==> src/rtl/display_pkg.sv <==
// rtl/display_pkg.sv - shared types, widths and slot search for the digit scanner
// BLANK_GAP_EN adds the BLANK state to the state enum.
package display_pkg;

   localparam int SLOT_W    = 3;
   localparam int VAL_W     = 4;
   localparam int MAX_SLOTS = 2 ** SLOT_W;

   typedef enum logic [1:0] {
      IDLE,
      SHOW
`ifdef BLANK_GAP_EN
      , BLANK
`endif
   } scan_state_e;

   // Circular ascending search starting just above cur; returns cur when it is the only enabled slot.
   function automatic logic [SLOT_W-1:0] next_enabled_slot(
      input logic [MAX_SLOTS-1:0] mask,
      input logic [SLOT_W-1:0]    cur,
      input int                   num_slots
   );
      logic [SLOT_W-1:0] res;
      logic              found;
      int                idx;
      res   = cur;
      found = 1'b0;
      for (int k = 1; k <= MAX_SLOTS; k++) begin
         if (k <= num_slots && !found) begin
            idx = int'(cur) + k;
            if (idx >= num_slots) idx = idx - num_slots;
            if (mask[idx[SLOT_W-1:0]]) begin
               res   = idx[SLOT_W-1:0];
               found = 1'b1;
            end
         end
      end
      return res;
   endfunction

endpackage

==> src/rtl/scan_tick_gen.sv <==
// rtl/scan_tick_gen.sv - free-running prescaler with sync clear, one-cycle tick every DIV cycles
module scan_tick_gen #(
   parameter int DIV = 4
) (
   input  logic clk,
   input  logic rst,
   input  logic clr,
   output logic tick
);

   localparam int           W    = (DIV > 1) ? $clog2(DIV) : 1;
   localparam logic [W-1:0] LAST = W'(DIV - 1);

   logic [W-1:0] cnt;

   always_ff @(posedge clk) begin
      if (rst || clr) begin
         cnt <= '0;
      end else if (cnt == LAST) begin
         cnt <= '0;
      end else begin
         cnt <= cnt + W'(1);
      end
   end

   assign tick = (cnt == LAST) && !clr;

endmodule

==> src/rtl/display_scan_ctrl.sv <==
// rtl/display_scan_ctrl.sv - double-buffered 7-seg slot scanner driving AN/D
// Define BLANK_GAP_EN to insert a BLANK_CYC-cycle dark gap after each slot.
module display_scan_ctrl
   import display_pkg::*;
#(
   parameter int NUM_SLOTS = 6,
   parameter int AN_W      = SLOT_W,
   parameter int D_W       = VAL_W,
   parameter int DIV       = 100000,
   parameter int BLANK_CYC = 16
) (
   input  logic                 clk,
   input  logic                 rst,
   input  logic                 wr_en,
   input  logic [AN_W-1:0]      wr_slot,
   input  logic [D_W-1:0]       wr_data,
   input  logic [NUM_SLOTS-1:0] slot_mask,
   output logic [AN_W-1:0]      AN,
   output logic [D_W-1:0]       D,
   output logic                 valid,
   output logic                 frame_done
);

   localparam logic [AN_W:0] SLOT_LIMIT = (AN_W + 1)'(NUM_SLOTS);

   scan_state_e     state, state_nx;
   logic [AN_W-1:0] slot_nx, adv_slot, first_slot;
   logic [D_W-1:0]  d_nx;
   logic [D_W-1:0]  shadow [NUM_SLOTS];
   logic [D_W-1:0]  active [NUM_SLOTS];
   logic            load, fd_nx, adv_wrap;
   logic            show_tick, show_clr;

   assign show_clr = (state != SHOW) || (slot_mask == '0);

   scan_tick_gen #(.DIV(DIV)) u_show_tick (
      .clk  (clk),
      .rst  (rst),
      .clr  (show_clr),
      .tick (show_tick)
   );

`ifdef BLANK_GAP_EN
   logic blank_tick;

   scan_tick_gen #(.DIV(BLANK_CYC)) u_blank_tick (
      .clk  (clk),
      .rst  (rst),
      .clr  (state != BLANK),
      .tick (blank_tick)
   );
`endif

   assign adv_slot   = AN_W'(next_enabled_slot(MAX_SLOTS'(slot_mask), SLOT_W'(AN), NUM_SLOTS));
   assign first_slot = AN_W'(next_enabled_slot(MAX_SLOTS'(slot_mask), SLOT_W'(NUM_SLOTS - 1), NUM_SLOTS));
   assign adv_wrap   = (adv_slot <= AN);

   always_comb begin
      state_nx = state;
      slot_nx  = AN;
      load     = 1'b0;
      fd_nx    = 1'b0;
      d_nx     = '0;
      if (slot_mask == '0) begin
         state_nx = IDLE;
         slot_nx  = '0;
      end else begin
         case (state)
            IDLE: begin
               state_nx = SHOW;
               slot_nx  = first_slot;
               load     = 1'b1;
            end
            SHOW: begin
               if (show_tick) begin
`ifdef BLANK_GAP_EN
                  state_nx = BLANK;
`else
                  slot_nx = adv_slot;
                  load    = adv_wrap;
                  fd_nx   = adv_wrap;
`endif
               end
            end
`ifdef BLANK_GAP_EN
            BLANK: begin
               if (blank_tick) begin
                  state_nx = SHOW;
                  slot_nx  = adv_slot;
                  load     = adv_wrap;
                  fd_nx    = adv_wrap;
               end
            end
`endif
            default: begin
               state_nx = IDLE;
               slot_nx  = '0;
            end
         endcase
      end
      // On a frame load the new slot must show the buffer being loaded, not the stale one.
      if (state_nx == SHOW) begin
         d_nx = load ? shadow[slot_nx] : active[slot_nx];
      end
   end

   always_ff @(posedge clk) begin
      if (rst) begin
         state      <= IDLE;
         AN         <= '0;
         D          <= '0;
         valid      <= 1'b0;
         frame_done <= 1'b0;
         for (int i = 0; i < NUM_SLOTS; i++) begin
            shadow[i] <= '0;
            active[i] <= '0;
         end
      end else begin
         state      <= state_nx;
         AN         <= slot_nx;
         D          <= d_nx;
         valid      <= (state_nx == SHOW);
         frame_done <= fd_nx;
         if (load) begin
            for (int i = 0; i < NUM_SLOTS; i++) begin
               active[i] <= shadow[i];
            end
         end
         if (wr_en && ({1'b0, wr_slot} < SLOT_LIMIT)) begin
            shadow[wr_slot] <= wr_data;
         end
      end
   end

endmodule
==> config.mk <==
export PLATFORM = sky130hd
export DESIGN_NAME = display_scan_ctrl
export DESIGN_NICKNAME = d
export VERILOG_FILES = /design/src/rtl/display_pkg.sv /design/src/rtl/scan_tick_gen.sv /design/src/rtl/display_scan_ctrl.sv
export SDC_FILE = /design/constraint.sdc
export NUM_CORES = 1
export LEC_CHECK = 0
export ABC_AREA = 1
export CAP_MARGIN = 0
export CORE_ASPECT_RATIO = 1.25
export CORE_MARGIN = 2
export CORE_UTILIZATION = 50
export DETAILED_ROUTE_END_ITERATION = 12
export GPL_TIMING_DRIVEN = 0
export PLACE_DENSITY = 0.71
export SETUP_SLACK_MARGIN = 0.5
export SLEW_MARGIN = 20
export SYNTH_ARGS = -nofsm -noshare
export SYNTH_HDL_FRONTEND = slang
export SYNTH_SLANG_ARGS = --single-unit
==> constraint.sdc <==
create_clock -name clk -period 4.3 [get_ports clk]
set_input_delay 0.43 -clock clk [delete_from_list [all_inputs] [get_ports clk]]
set_output_delay 0.43 -clock clk [all_outputs]
set_load 0.1 [all_outputs]
-- Word level (Yosys, flattened, before mapping)
Memories as Yosys holds them, arrays and structs flattened.
Cells that the tools add are included.
Widths: inputs -> output; s select.
- add/sub/neg operators: 13
- multiply operators: 0
- div/mod/pow operators: 0
- magnitude comparators: 19
- eq/ne operators: 4
- shift operators: 0
- muxes and demuxes: 104
- bitwise gates (word level): 8
- reduce and logical (&&, ||, !) cells: 11
- operator list (kind ; number):
    $mux 3 ; 41
    $lt 3x4->1 const B ; 11
    $mux 1 ; 40
    $bmux 1 s3 ; 11
    $mux 4 ; 8
    $ge 4x3->1 const B ; 6
    $sub 3x3->3 const B ; 6
    $add 17x1->17 const B ; 1
    $eq 17x17->1 const B ; 1
    $add 3x3->4 const B ; 3
    $add 3x2->4 const B ; 2
    $logic_not 6->1 ; 1
    $or 1x1->1 ; 6
    $pmux 3 s2 ; 1
    $add 3x1->4 const B ; 1
    $eq 2x1->1 const B ; 2
    $pmux 2 s2 ; 1
    $reduce_or 2->1 ; 2
    $reduce_or 4->1 ; 1
    $le 3x3->1 ; 1
    $lt 3x3->1 const B ; 1
    $reduce_or 3->1 ; 1
    $logic_and 1x1->1 ; 2
    $logic_not 2->1 ; 1
    6 further kinds ; 8
- bits in registers: 28
- latch bits: 0
- memory bits (writable): 48
- ROM bits: 0
- bits of input ports: 16
- output and inout port bits: 9
- logic and storage cells: 167
- memories: 2
- memories (memory ; words ; width ; rd ports ; clocked after memory_dff ; write ports ; RTL line ; RTL):
    active ; 6 ; 4 ; 1 ; 0 ; 6 ; display_scan_ctrl.sv:30 ; logic [D_W-1:0] active [NUM_SLOTS];
    shadow ; 6 ; 4 ; 7 ; 0 ; 6 ; display_scan_ctrl.sv:29 ; logic [D_W-1:0] shadow [NUM_SLOTS];

-- Depth between registers and ports, before layout
- word-level depth: 39
- gate-level depth with buffers: 33

-- By module
From an unflattened synthesis, not the netlist that was laid out.
- cell total of the unflattened synthesis: 710
- area total of the unflattened synthesis: 5139.9 um^2
- modules (own cells, without submodules) (module ; instances ; cells an instance ; area an instance (um^2)):
    display_scan_ctrl ; 1 ; 565 ; 4200.3
    scan_tick_gen ; 1 ; 145 ; 939.7

-- Worst setup path after synthesis
Ideal clock, no wire load.
- path type: register to register
- start: register AN[1]
- end: memory active[0][0] (netlist name) (enable)
- arrival: 4794 ps
- data required time: 3919 ps
- path slack: -875 ps
- cell stages (with the launch flop): 28
- buffers on the path: 1
- cells stage by stage: dfxtp_1 > inv_1 > ha_1 > buf_4 > inv_4 > nand2_2 > nand3_2 > nand2_1 > nand2_1 > nand2_1 > nand3_1 > nand3_4 > nor2_4 > nand3_2 > o31ai_1 > inv_1 > nand2_1 > nand2_1 > nand2_1 > inv_1 > ha_1 > a21oi_1 > o21ai_0 > nand2_1 > nand3_1 > a21oi_1 > inv_1 > nand2_1
- RTL lines (what ; RTL line ; RTL):
    from (decl) ; display_scan_ctrl.sv:18 ; output logic [AN_W-1:0] AN,
    from (signal assigned) ; display_scan_ctrl.sv:120 ; AN <= slot_nx;
    to (decl) ; display_scan_ctrl.sv:30 ;

==> run metrics <==
post-synthesis sequential area ratio=45.28%; Net Sw Power=0.5705 mW; number of synthesized flops with an enable pin=56; max_cap viols=0; count leader, synth=nand2_1; Core ar.=9609 sq um; minimum clock period=3.889 ns; setup ws final=0.4105 ns; cell-internal power=1.556 mW; placed instance area=5479 sq um; Synth Instances=668; asr flop ratio synth=0%; Cell Area, Synth=4952 sq um; initial core utilization=51.54%; Critical Path Source Type=register; CP endpoint kind=register; wire per inst=15.06 microns; die span in x=93.02 microns; design area=6355 sq um; Reg power frac=43.7%; vias=4693; count of clock tree sinks=84; post-synthesis register bit count=84; final number of setup-violating endpoints=0; Hold Path Class=register to register; Sw Share=26.83%; Max stage delay on crit path=0.36 ns; critical path class=register to register; f_max=257.1 MHz; DRC violations left=0; dpl cells=825; Vias/cell=5.407; Top Ports=25; syn avg cell area=7.414 sq um; final WL=13080 microns; synth unique cells=39; Routed Antenna Nets=0; largest area contributor in the netlist=edfxtp_1; Slew @ Worst Pin=0.9956 ns; # H-tree levels=3; Die H=115.3 microns; fin nets=768; Slowest cell on crit path=dfxtp_4; initial antenna violation count=0; Worst EP arrival=4.08 ns; Max Transition Viols Final=0; Gate power share=18.0%; number of global-route vias before repair=4449; WP data required=4.49 ns; clk_lat worst skew=0.34 ns; RSZ-0062 raised after global routing=yes; 1st-iter DRT viols=449; Synth top cells by count=nand2_1, inv_1, nor2_1; Syn. warnings=0; Clock transition at path regs=0.06 ns; DRT Pass-1 Iters=5; GP Congestion=0.8945; final cell count without fillers=868; share of layout cells above drive strength 1=19.14%; Synth top area share=33.96%; largest net degree at the start of global routing=15; I/O Buffers=23; clock network fraction of total power=38.3%; Sum Neg Setup Slack=0 ns; Area growth syn-to-layout=28.32%; pre-CTS setup slack=0.1378 ns; Remaining Overflow, GRT=0; Final Hold Fails=0; CTS buffer count=9; outcome=finished clean; worst-path fanout max=8; PD cells=334.6 nW/um^2; Final Skew=0.009504 ns; leak pwr=2.767 nW; CTS hold repair buffers=0; peak supply drop=0.2867 mV; commonest register cell after synthesis=edfxtp_1; die area=10720 sq um; total track usage=24.38%; fin util=66.13%; CTS tree=done; Antenna Cells=0; Final HPWL DP=8813 microns; CTS Buffer Depth=2; slew margin rel.=33.42%; top post-synthesis cells by area=edfxtp_1, nand2_1, dfxtp_1; Final period util=90.45%; # rows=40; Clock Tree Root=clkbuf_16; first-pass GRT wire length=20220 microns
==> power groups by stage <==
stage / Sequential [mW] / Clock (mW) / Combinational, mW
after global placement: 0.944 / 0 / 0.292
after global routing: 0.932 / 0.851 / 0.417
after floorplan: 0.965 / 0 / 0.195
final: 0.929 / 0.814 / 0.383
after CTS: 0.929 / 0.820 / 0.321
after detailed placement: 0.946 / 0 / 0.297
==> worst max-delay path: cells and delay by family (launching register included) <==
family                     cells  cell delay (ns)
and+or+nand+nor               19             1.74
buffers and inverters          5             0.71
adders and majority gates      2             0.50
AOI/OAI and AO/OA              3             0.40
DFF                            1             0.36
==> kinds of logic (layout without fill, tap and decap cells) <==
family                   after synthesis  count (layout)  synth area share, %
AND/OR/NAND/NOR                      388             390                34.03
XOR/XNOR                               2               2               0.3538
AO/OA/AOI/OAI                         53              53                6.216
adder cells (fa/ha/maj)               15              15                3.790
other                                  1               9              0.07572
flip-flops                            84              84                45.28
buffers and inverters                125             189                10.26
==> layout make-up <==
| cell class | count | area, sq um |
|---|---|---|
| Tap cell | 126 | 157.7 |
| Sequential cell | 84 | 2251 |
| Fill cell | 813 | 3254 |
| Clock buffer | 9 | 225.2 |
| Timing Repair Buffer | 48 | 444.2 |
| Clock inverter | 7 | 91.34 |
| Buffer | 16 | 132.6 |
| Multi-Input combinational cell | 469 | 2628 |
| Inverter | 109 | 425.4 |
==> layer usage <==
layer  wire length [microns]  up-vias  global-route usage (%)
met3                     717       43                   3.866
met1                    4928     2182                   27.10
met5                       0        -                       0
li1                        -     2277                       -
met2                    6856      191                   43.72
met4                     573        0                   14.71
==> worst paths after layout <==
path / depth (start not counted) / to / from / slack (ns)
hold reg to reg: 1 / u_show_tick.cnt[0] / u_show_tick.cnt[0] / 0.45
setup reg to reg: 29 / active[5][1] / AN[1] / 0.41
setup / recovery: 29 / active[5][1] / AN[1] / 0.41
hold / removal: 1 / u_show_tick.cnt[0] / u_show_tick.cnt[0] / 0.45
==> placed cells by master (no fill, tap or decap), types with 3 or more instances in the layout <==
| master | instances |
|---|---|
| ha_1 | 11 |
| o21ai_2 | 7 |
| a21oi_1 | 14 |
| inv_2 | 5 |
| clkdlybuf4s50_1 | 23 |
| nand3_4 | 4 |
| nor3_1 | 11 |
| a21oi_2 | 3 |
| o21ai_1 | 13 |
| nand2_1 | 153 |
| o21ai_0 | 5 |
| buf_6 | 8 |
| nand2_4 | 9 |
| clkinv_4 | 3 |
| clkbuf_16 | 10 |
| dfxtp_1 | 25 |
| nor2_1 | 79 |
| nand3_1 | 62 |
| nor2_2 | 7 |
| ha_4 | 4 |
| buf_4 | 23 |
| nand4_1 | 14 |
| edfxtp_1 | 56 |
| nor2_4 | 11 |
| clkbuf_1 | 5 |
| nor4_1 | 4 |
| nand3_2 | 7 |
| conb_1 | 9 |
| nand2_8 | 3 |
| inv_1 | 101 |
| nand2_2 | 20 |
==> per-stage QoR <==
stage                     hold slack, ns  power, mW
after floorplan                   0.4175      1.160
after global placement            0.4282      1.236
after detailed placement          0.4366      1.243
after global routing              0.4694      2.201
final                             0.4458      2.126
after CTS                         0.4495      2.070
==> flip-flops by register name, summed over array words and instances (netlist names) <==
register / flops
frame_done: 1
D: 4
shadow: 32
state: 2
u_show_tick.cnt: 17
active: 24
valid: 1
AN: 3
==> repair_timing <==
item / 4_1_cts / 5_1_grt
endpoints found under the setup margin: 52 / 52
hold endpoints to repair: 0 / 0
setup buffers: 12 / 11
pin swaps: 4 / 21
cloned: 4 / 0
gates resized for setup: 16 / 77
(Power assumes the default switching activity.)
